--- config.mk ---
export PLATFORM = sky130hd
export DESIGN_NAME = led_seq_ctrl
export DESIGN_NICKNAME = d
export VERILOG_FILES = /design/src/rtl/led_seq_pkg.sv /design/src/rtl/led_seq_ctrl_slice.sv /design/src/rtl/led_seq_ctrl.sv
export SDC_FILE = /design/constraint.sdc
export NUM_CORES = 1
export LEC_CHECK = 0
export BUFFER_PORTS_ARGS = -buffer_cell sky130_fd_sc_hd__buf_2
export CAP_MARGIN = 0
export CORE_MARGIN = 1.5
export CORE_UTILIZATION = 55
export DETAILED_ROUTE_END_ITERATION = 8
export HOLD_SLACK_MARGIN = 0.08
export PLACE_DENSITY = 0.72
export RECOVER_POWER = 50
export SYNTH_ARGS = -nofsm -noshare
export SYNTH_HDL_FRONTEND = slang
export SYNTH_SLANG_ARGS = --single-unit
--- constraint.sdc ---
create_clock -name clk -period 4.6 [get_ports clk]
set_input_delay 0.23 -clock clk [delete_from_list [all_inputs] [get_ports clk]]
set_output_delay 0.23 -clock clk [all_outputs]
set_load 0.005 [all_outputs]
--- src/rtl/led_seq_pkg.sv ---
// Shared types and helpers for the LED breathing sequencer.
// LED_SEQ_GAMMA_EN adds the squared-duty gamma helper.
package led_seq_pkg;

    typedef enum logic [2:0] {
        IDLE,
        RAMP_UP,
        HOLD,
        RAMP_DOWN,
        GAP
    } state_e;

    localparam logic [7:0] LVL_MAX = 8'd255;
    localparam int         NUM_CH  = 8;
    localparam int         PWM_W   = 8;

    function automatic logic [7:0] sat_sub(input logic [7:0] a, input logic [7:0] b);
        return (a > b) ? (a - b) : 8'd0;
    endfunction

`ifdef LED_SEQ_GAMMA_EN
    // Cheap perceptual correction: (d*d)>>8 keeps 255 -> 254 and pushes low duties to 0.
    function automatic logic [7:0] gamma_corr(input logic [7:0] d);
        return 8'((16'(d) * 16'(d)) >> 8);
    endfunction
`endif

endpackage

--- src/rtl/led_seq_ctrl_slice.sv ---
// One PWM channel: duty shadow reloaded only at period end, registered compare output.
module led_pwm_slice
    import led_seq_pkg::*;
(
    input  logic             clk,
    input  logic             rst_n,
    input  logic             load_i,
    input  logic [PWM_W-1:0] duty_i,
    input  logic [PWM_W-1:0] cnt_i,
    output logic             led_o
);

    logic [PWM_W-1:0] shadow_q;
    logic             led_q;

    always_ff @(posedge clk or negedge rst_n) begin
        if (!rst_n) begin
            shadow_q <= '0;
            led_q    <= 1'b0;
        end else begin
            if (load_i)
                shadow_q <= duty_i;
            led_q <= (cnt_i < shadow_q);
        end
    end

    assign led_o = led_q;

endmodule

--- src/rtl/led_seq_ctrl.sv ---
// Breathing-pattern sequencer (ramp up, hold, ramp down, gap) driving 8 phase-offset PWM LEDs.
// Define LED_SEQ_GAMMA_EN to gamma-correct channel duties; FSM and timing are unaffected.
module led_seq_ctrl
    import led_seq_pkg::*;
#(
    parameter int TICK_LEN   = 16,
    parameter int HOLD_STEPS = 64,
    parameter int GAP_STEPS  = 32,
    parameter int PHASE_STEP = 16
) (
    input  logic              clk,
    input  logic              rst_n,
    input  logic              start,
    input  logic              stop,
    input  logic              loop_en,
    output logic              busy,
    output logic              done,
    output logic [7:0]        level,
    output logic [NUM_CH-1:0] led
);

    localparam logic [7:0] HOLD_LAST = 8'(HOLD_STEPS - 1);
    localparam logic [7:0] GAP_LAST  = 8'(GAP_STEPS - 1);

    state_e              state_q;
    logic [7:0]          level_q;
    logic [7:0]          step_q;
    logic [TICK_LEN-1:0] presc_q, presc_d;
    logic [PWM_W-1:0]    pwm_cnt_q, pwm_cnt_d;
    logic                stop_req_q;
    logic                busy_q, done_q;
    logic                tick;

    assign presc_d   = presc_q + 1'b1;
    assign pwm_cnt_d = pwm_cnt_q + 1'b1;
    assign tick      = &presc_q;

    always_ff @(posedge clk or negedge rst_n) begin
        if (!rst_n) begin
            state_q    <= IDLE;
            level_q    <= 8'd0;
            step_q     <= 8'd0;
            presc_q    <= '0;
            stop_req_q <= 1'b0;
            busy_q     <= 1'b0;
            done_q     <= 1'b0;
        end else begin
            done_q  <= 1'b0;
            presc_q <= presc_d;
            if (stop && state_q != IDLE)
                stop_req_q <= 1'b1;
            case (state_q)
                IDLE: begin
                    stop_req_q <= 1'b0;
                    presc_q    <= '0;
                    if (start && !stop) begin
                        state_q <= RAMP_UP;
                        busy_q  <= 1'b1;
                    end
                end
                RAMP_UP: begin
                    if (stop) begin
                        state_q <= RAMP_DOWN;
                    end else if (tick) begin
                        level_q <= level_q + 8'd1;
                        if (level_q == LVL_MAX - 8'd1) begin
                            state_q <= HOLD;
                            step_q  <= 8'd0;
                        end
                    end
                end
                HOLD: begin
                    if (stop) begin
                        state_q <= RAMP_DOWN;
                    end else if (tick) begin
                        if (step_q == HOLD_LAST)
                            state_q <= RAMP_DOWN;
                        else
                            step_q <= step_q + 8'd1;
                    end
                end
                RAMP_DOWN: begin
                    // A stop taken at level 0 must not wrap, so clamp before leaving.
                    if (tick) begin
                        if (level_q <= 8'd1) begin
                            level_q <= 8'd0;
                            if (stop_req_q || stop) begin
                                state_q <= IDLE;
                                busy_q  <= 1'b0;
                                done_q  <= 1'b1;
                            end else begin
                                state_q <= GAP;
                                step_q  <= 8'd0;
                            end
                        end else begin
                            level_q <= level_q - 8'd1;
                        end
                    end
                end
                GAP: begin
                    if (stop) begin
                        state_q <= IDLE;
                        busy_q  <= 1'b0;
                        done_q  <= 1'b1;
                    end else if (tick) begin
                        if (step_q != GAP_LAST) begin
                            step_q <= step_q + 8'd1;
                        end else if (loop_en) begin
                            state_q <= RAMP_UP;
                        end else begin
                            state_q <= IDLE;
                            busy_q  <= 1'b0;
                            done_q  <= 1'b1;
                        end
                    end
                end
                default: state_q <= IDLE;
            endcase
        end
    end

    always_ff @(posedge clk or negedge rst_n) begin
        if (!rst_n)
            pwm_cnt_q <= '0;
        else
            pwm_cnt_q <= pwm_cnt_d;
    end

    logic [NUM_CH-1:0][PWM_W-1:0] duty;
    logic                         load;

    // Shadows reload on the last count so a new duty starts cleanly at pwm_cnt 0.
    assign load = (pwm_cnt_q == {PWM_W{1'b1}});

    for (genvar i = 0; i < NUM_CH; i++) begin : g_ch
`ifdef LED_SEQ_GAMMA_EN
        assign duty[i] = gamma_corr(sat_sub(level_q, 8'(i * PHASE_STEP)));
`else
        assign duty[i] = sat_sub(level_q, 8'(i * PHASE_STEP));
`endif
        led_pwm_slice u_slice (
            .clk    (clk),
            .rst_n  (rst_n),
            .load_i (load),
            .duty_i (duty[i]),
            .cnt_i  (pwm_cnt_q),
            .led_o  (led[i])
        );
    end

    assign busy  = busy_q;
    assign done  = done_q;
    assign level = level_q;

endmodule

==> impl_metrics.yaml, run 1 <==
run_status:
  status: "finished with violations"
  violations: "max-capacitance violations, max-slew violations"
worst_setup_path:
  crit_fanout: 16
  rr_worst_depth: 8
  critPathKind: "flip-flop to flip-flop"
  r2r-end: "step_q[4]"
  critPathArrivalTime_ns: 3.33
  crit_required_ns: 4.92
  cp-start-kind: "flip-flop"
  rr_startpoint: "level[4]"
  worstSetupEndpointType: "flip-flop"
  r2r_slack_ns: 1.59
detailed_routing:
  drtIter0Drc: 321
  dr.pass1.iters: 5
  finalWirelength_um: 16200
  ant_nets: 0
  route.vias.total: 5479
  via_per_inst: 5.95
  wl_met3_um: 668
  met1_length_um: 7190
  dr_wl_met2_um: 7970
  wl_per_cell_um: 17.6
  top_layer_used: "met4"
  drc: 0
grt:
  antenna_found_initial: 0
  grt_usage: 0.270
  grt_pass1_wl_um: 27200
  grt_pass1_vias: 5477
  gr-total-overflow: 0
  grt_max_degree: 80
floorplan:
  num_rows: 40
  die_area_um2: 13000
  die_w_um: 114
  io_pins: 23
  start_util: 0.564
  die_y_um: 114
  core_area_um2: 12100
logic_synthesis:
  yosysSeqAreaShare: 0.434
  synth-edff-count: 0
  synth_top_area_cell: "dfrtp_1"
  yosys.area.top_type_share: 0.434
  async_reset_ff_frac: 1.00
  syn_inst: 731
  netlist_area_um2: 6800
  synth_cell_types: 58
  synth_seq_cells: 118
  ys.flop_type: "dfrtp_1"
  yosys-top-cells-area: "dfrtp_1 (43%), ha_1 (13%), o21ai_0 (5.1%)"
  synth_warnings: 0
  syn_nets: 809
  syn_area_per_cell_um2: 9.31
place:
  gp_congestion: 0.872
  pre_cts_slack_ns: 1.67
  hpwl_um: 11000
  portBuffers: 22
timing:
  setup_viol: 0
  slew_headroom: -0.313
  hold_violations: 0
  rsz0062_at_grt: "false"
  min_period_ns: 3.01
  worst_pin_slew_ns: 1.97
  clock.fmax_ghz: 0.332
  fin_tns_setup_ns: 0
  fin_crit_sh: 0.654
  fin_worst_skew_ns: 0.00491
  fin_ws_ns: 1.59
  drv_slew: 99
cts:
  cts_resized: 0
  root_buffer: "clkbuf_16"
  post-cts-setup-buffers: 0
  clkSinkCount: 118
  hold_buffers: 1
  cts_tree: "done"
  htreeDepth: 4
  clockBufferDepth: 2
  path_clk_slew_ns: 0.05
  cts_buffers: 17
  insertion_delay_ns: 0.41
worst_hold_path:
  hold_path_startpoint: "stop"
  whs_path_depth: 3
  hp-class: "primary input to flip-flop"
  hold_end: "stop_req_q"
layout:
  drive_gt1_frac: 0.0797
  diodes: 0
  fillers: 1037
  nets: 818
  area.growth.synth_to_final_pct: 11.7
pwr:
  p_int_w: 0.00217
  p_leak_nw: 3.31
  p_sw_w: 0.000722
  switching_share: 0.249
  power_frac_comb: 0.109
  power_density_nw_per_um2: 381
  ir_worst_vdd_uv: 313
  power.share.sequential: 0.395
  p_clk_frac: 0.496
run:
  cap_violations: 2
## power by group through the flow
stage                     logic, W  clock network [W]  registers (W)
after floorplan           0.000272                  0        0.00112
after global placement    0.000312                  0        0.00116
after detailed placement  0.000319                  0        0.00116
after CTS                 0.000321            0.00145        0.00114
after global routing      0.000362            0.00149        0.00115
final                     0.000317            0.00144        0.00114
## worst max-delay path, cell delays in order (launching register included)
cell     delay, ns
dfrtp_1       0.74
inv_1         0.28
ha_1          0.33
nor2b_1       0.15
a21oi_2       0.07
o21ai_2       0.32
nand4_2       0.32
or2_1         0.44
o31ai_2       0.27
## stage by stage
stage	hold slack, ns	total power, W	util	std cells	area (um^2)
after floorplan	-0.0656	0.00139	-	731	6800
after global placement	0.457	0.00147	0.578	888	6970
after detailed placement	0.461	0.00148	0.578	888	6970
after CTS	0.188	0.00291	0.632	921	7630
after global routing	0.228	0.00300	0.630	921	7600
final	0.200	0.00290	0.630	921	7600
## kinds of logic (layout without fill, tap and decap cells)
logic type / Yosys count / count (layout) / share of synthesized area
AO/OA/AOI/OAI: 196 / 196 / 0.181
adder cells (fa/ha/maj): 73 / 73 / 0.134
XOR/XNOR: 23 / 23 / 0.0296
multiplexers: 1 / 1 / 0.00221
buffers and inverters: 102 / 124 / 0.0625
AND/OR/NAND/NOR: 218 / 218 / 0.156
flip-flops: 118 / 118 / 0.434
## registers in the layout, indices dropped and copies added (netlist names)
signal and count:
busy 1, done 1, g_ch.u_slice.led_o 8, g_ch.u_slice.shadow_q 64, level 8, presc_q 16
pwm_cnt_q 8, state_q 3, step_q 8, stop_req_q 1
## synth_stat cells, types with 6 or more instances
cell type / count
nor2_1: 61
a21boi_0: 8
buf_4: 9
o31ai_2: 6
a31oi_1: 7
xor2_1: 13
ha_1: 73
xnor2_1: 10
buf_2: 6
o41ai_1: 10
o21ai_0: 69
nand3_1: 29
a21oi_1: 29
nand2b_1: 9
nor2b_1: 7
clkbuf_1: 19
o31ai_1: 6
dfrtp_1: 118
nand2_1: 55
inv_1: 65
nor3_1: 14
nand4_1: 8
or3_1: 10
o21a_1: 9
o22ai_1: 30
## routing by layer
metal  up-vias  global-route usage
li1       2600                   -
met1      2728               0.347
met2       123               0.453
met3        28              0.0508
met4         0               0.104
met5         -                   0
## worst max path at each step
stage	slack (ns)	endpoint	from
after detailed placement	1.67	step_q[4]	level[4]
final	1.59	step_q[4]	level[4]
after floorplan	2.32	step_q[6]	level[5]
after global routing	1.22	g_ch[0].u_slice.shadow_q[1]	rst_n
after global placement	1.80	step_q[3]	level[4]
after CTS	1.67	step_q[4]	level[4]
## cell type report
| class | instances | area (um^2) | area share |
|---|---|---|---|
| tap | 168 | 210 | 0.0277 |
| clock inverter | 8 | 143 | 0.0188 |
| inverter | 66 | 248 | 0.0326 |
| sequential | 118 | 2950 | 0.389 |
| timing repair buffer | 26 | 124 | 0.0163 |
| multi-input combinational | 511 | 3420 | 0.450 |
| clock buffer | 24 | 502 | 0.0660 |
## cells in the final DEF, fill, tap and decap left out, types with 15 or more instances in the layout
cell type,Yosys,routed
nor3_1,14,15
clkbuf_16,0,17
nand2_1,55,55
o22ai_1,30,30
o21ai_0,69,69
a21oi_1,29,29
nand3_1,29,29
ha_1,73,73
nor2_1,61,61
dfrtp_1,118,118
inv_1,65,65
No activity file was read; power rests on OpenSTA's default activity.
==> run 2: changes to the inputs <==
--- a/config.mk
+++ b/config.mk
@@ -5,6 +5,7 @@
 export SDC_FILE = /design/constraint.sdc
 export NUM_CORES = 1
 export LEC_CHECK = 0
+export ABC_AREA = 1
 export BUFFER_PORTS_ARGS = -buffer_cell sky130_fd_sc_hd__buf_2
 export CAP_MARGIN = 0
 export CORE_MARGIN = 1.5
==> constraint.sdc (replaced) <==
create_clock -name clk -period 3.01 [get_ports clk]
set_input_delay 0.1505 -clock clk [delete_from_list [all_inputs] [get_ports clk]]
set_output_delay 0.1505 -clock clk [all_outputs]
set_load 0.005 [all_outputs]
==> run 2 against run 1 <==
  * The flow now finishes without violations
  * Flip-flop and latch count did not move
  * Clock skew is 0.0016 ns higher
  * Power rose by 62%
  * Combinational power rose to 2.7 times the previous value
  * Sequential power is 50% higher
  * Worst setup slack worse by 0.93 ns
==> impl_metrics.yaml, run 2 <==
timing:
  slew_headroom: 0.211
  setup_viol: 0
  rsz0062_at_grt: "false"
  fin_crit_sh: 0.780
  fin_tns_setup_ns: 0
  clock.fmax_ghz: 0.426
  fin_worst_skew_ns: 0.00647
  drv_slew: 0
  min_period_ns: 2.35
  worst_pin_slew_ns: 1.18
  hold_violations: 0
grt:
  gr-total-overflow: 0
  grt_pass1_vias: 5633
  grt_usage: 0.269
  grt_max_degree: 48
  antenna_found_initial: 0
  grt_pass1_wl_um: 27700
worst_setup_path:
  cpPeakStageDelay_ns: 0.54
  crit_chain: "ha_1, nand3_1, inv_1, nand3_2, nor3_4, nand2_1, o21ai_0, nand2_1, o21ai_0"
  cp-start-kind: "flip-flop"
  critPathKind: "flip-flop to flip-flop"
  crit_required_ns: 3.35
  critPathArrivalTime_ns: 2.69
  worstSetupEndpointType: "flip-flop"
  cp_slowest_cell: "dfrtp_1"
  crit_fanout: 14
place:
  portBuffers: 22
  hpwl_um: 12100
  placedCellCount: 1036
  gp_congestion: 0.925
logic_synthesis:
  synth_most_common_cell: "nand2_1"
  synth_cell_types: 39
  syn_area_per_cell_um2: 8.26
  syn_inst: 854
  synth-edff-count: 0
  yosysSeqAreaShare: 0.418
  synth_top_area_cell: "dfrtp_1"
  synth_seq_cells: 118
  synth_warnings: 0
  ys.flop_type: "dfrtp_1"
  async_reset_ff_frac: 1.00
  syn_nets: 932
  yosys-top-cells-count: "nand2_1 (165), inv_1 (123), dfrtp_1 (118), ha_1 (73), nor2_1 (60)"
  yosys-top-cells-area: "dfrtp_1 (42%), ha_1 (13%), nand2_1 (8.8%)"
  netlist_area_um2: 7060
  yosys.area.top_type_share: 0.418
cts:
  clockBufferDepth: 2
  cts_resized: 0
  path_clk_slew_ns: 0.06
  htreeDepth: 4
  root_buffer: "clkbuf_16"
  cts_tree: "done"
  clkSinkCount: 118
  insertion_delay_ns: 0.42
  cts_buffers: 17
layout:
  area.growth.synth_to_final_pct: 12.2
  layout_common_cells: "nand2_1 (167), inv_1 (125), dfrtp_1 (118), ha_1 (73), nor2_1 (60)"
  regMostFlops: "g_ch.u_slice.shadow_q"
  largest_reg_flops: 64
  final_cells: 1069
  final_common_cell: "nand2_1"
  nets: 962
  reg.largest.list: "g_ch.u_slice.shadow_q (64), presc_q (16)"
  diodes: 0
  drive_gt1_frac: 0.104
pwr:
  p_leak_nw: 3.81
  p_sw_w: 0.00139
  p_int_w: 0.00330
  power_density_nw_per_um2: 591
  ir_worst_vdd_uv: 388
  power.share.sequential: 0.364
  p_clk_frac: 0.454
  power_frac_comb: 0.182
  switching_share: 0.296
detailed_routing:
  dr.pass1.iters: 5
  route.vias.total: 5853
  ant_nets: 0
  wl_per_cell_um: 16.0
  via_per_inst: 5.48
  drtIter0Drc: 359
  finalWirelength_um: 17100
  drc: 0
floorplan:
  die_area_um2: 13500
  num_rows: 41
  io_pins: 23
  start_util: 0.562
  core_area_um2: 12600
  die_w_um: 116
  die_y_um: 116
worst_hold_path:
  hp-class: "primary input to flip-flop"
run:
  cap_violations: 0
run_status:
  status: "completed"
[run 2: cell count changes in the layout (fill, tap and decap cells not counted), sizes merged, moves of 10 or more]
| cell | change |
|---|---|
| nor2 | +10 |
| o31ai | -10 |
| o22ai | +11 |
| o21ai | -18 |
| a21oi | +22 |
| inv | +68 |
| o41ai | -10 |
| nand3 | +14 |
| or3 | -10 |
| nand2 | +124 |
[run 2: routing by layer]
layer	GRT usage	up-vias	share of wire
met5	0	-	0
met4	0.107	0	0.027
met3	0.0628	37	0.053
met2	0.451	155	0.49
met1	0.338	2786	0.43
li1	-	2875	-
[run 2: final cells by class]
type | instances | area, um^2
fill | 1079 | 4650
multi-input combinational | 581 | 3470
sequential | 118 | 2950
inverter | 134 | 503
clock buffer | 18 | 439
tap | 172 | 215
clock inverter | 14 | 181
timing repair buffer | 32 | 165
[run 2: kinds of logic (layout without fill, tap and decap cells)]
family,count (synthesis),count (layout),synth area share
DFF,118,118,0.418
AOI/OAI and AO/OA,173,173,0.140
buffers and inverters,155,198,0.0899
xor gates and xnor gates,15,15,0.0186
adders and majority gates,73,73,0.129
and+or+nand+nor,320,320,0.204
[run 2: worst paths after layout]
| check | startpoint | to | slack, ns | cells past startpoint |
|---|---|---|---|---|
| worst max register to register | pwm_cnt_q[1] | g_ch[1].u_slice.shadow_q[7] | 0.66 | 9 |
| worst max-delay path | pwm_cnt_q[1] | g_ch[1].u_slice.shadow_q[7] | 0.66 | 9 |
| worst min-delay path | stop | stop_req_q | 0.16 | 4 |
| min in group asynchronous | rst_n | g_ch[3].u_slice.shadow_q[3] | 0.51 | 2 |
| max in group asynchronous | rst_n | done | 1.05 | 3 |
| worst min register to register | presc_q[0] | presc_q[0] | 0.47 | 1 |
[run 2: per-stage QoR]
step           setup WS, ns  instance area, um^2  hold WS (ns)  utilization  total power [W]
2_1_floorplan          1.13                 7060        -0.145            -          0.00239
3_3_place_gp          0.782                 7320         0.191        0.583          0.00258
3_5_place_dp          0.679                 7320         0.198        0.583          0.00260
4_1_cts               0.650                 7950         0.148        0.633          0.00472
5_1_grt               0.460                 7920         0.173        0.630          0.00491
6_report              0.662                 7920         0.156        0.630          0.00469
[run 2: power groups by stage]
stage	combinational, W	clock, W	sequential (W)
after floorplan	0.000666	0	0.00172
after global placement	0.000849	0	0.00173
after detailed placement	0.000868	0	0.00173
after CTS	0.000870	0.00215	0.00171
after global routing	0.000969	0.00223	0.00171
final	0.000853	0.00213	0.00171
[run 2: critical path: cells and delay by family, from the launching register on]
kind,cells,cell delay [ns]
buffers and inverters,1,0.12
DFF,1,0.54
and+or+nand+nor,5,1.04
adders and majority gates,1,0.26
AOI/OAI and AO/OA,2,0.29
[run 2: what timing repair did]
action	CTS	global route
endpoints found under the hold margin	44	0
buffers inserted	0	0
hold buffers	1	0
endpoints found under the setup margin	0	0
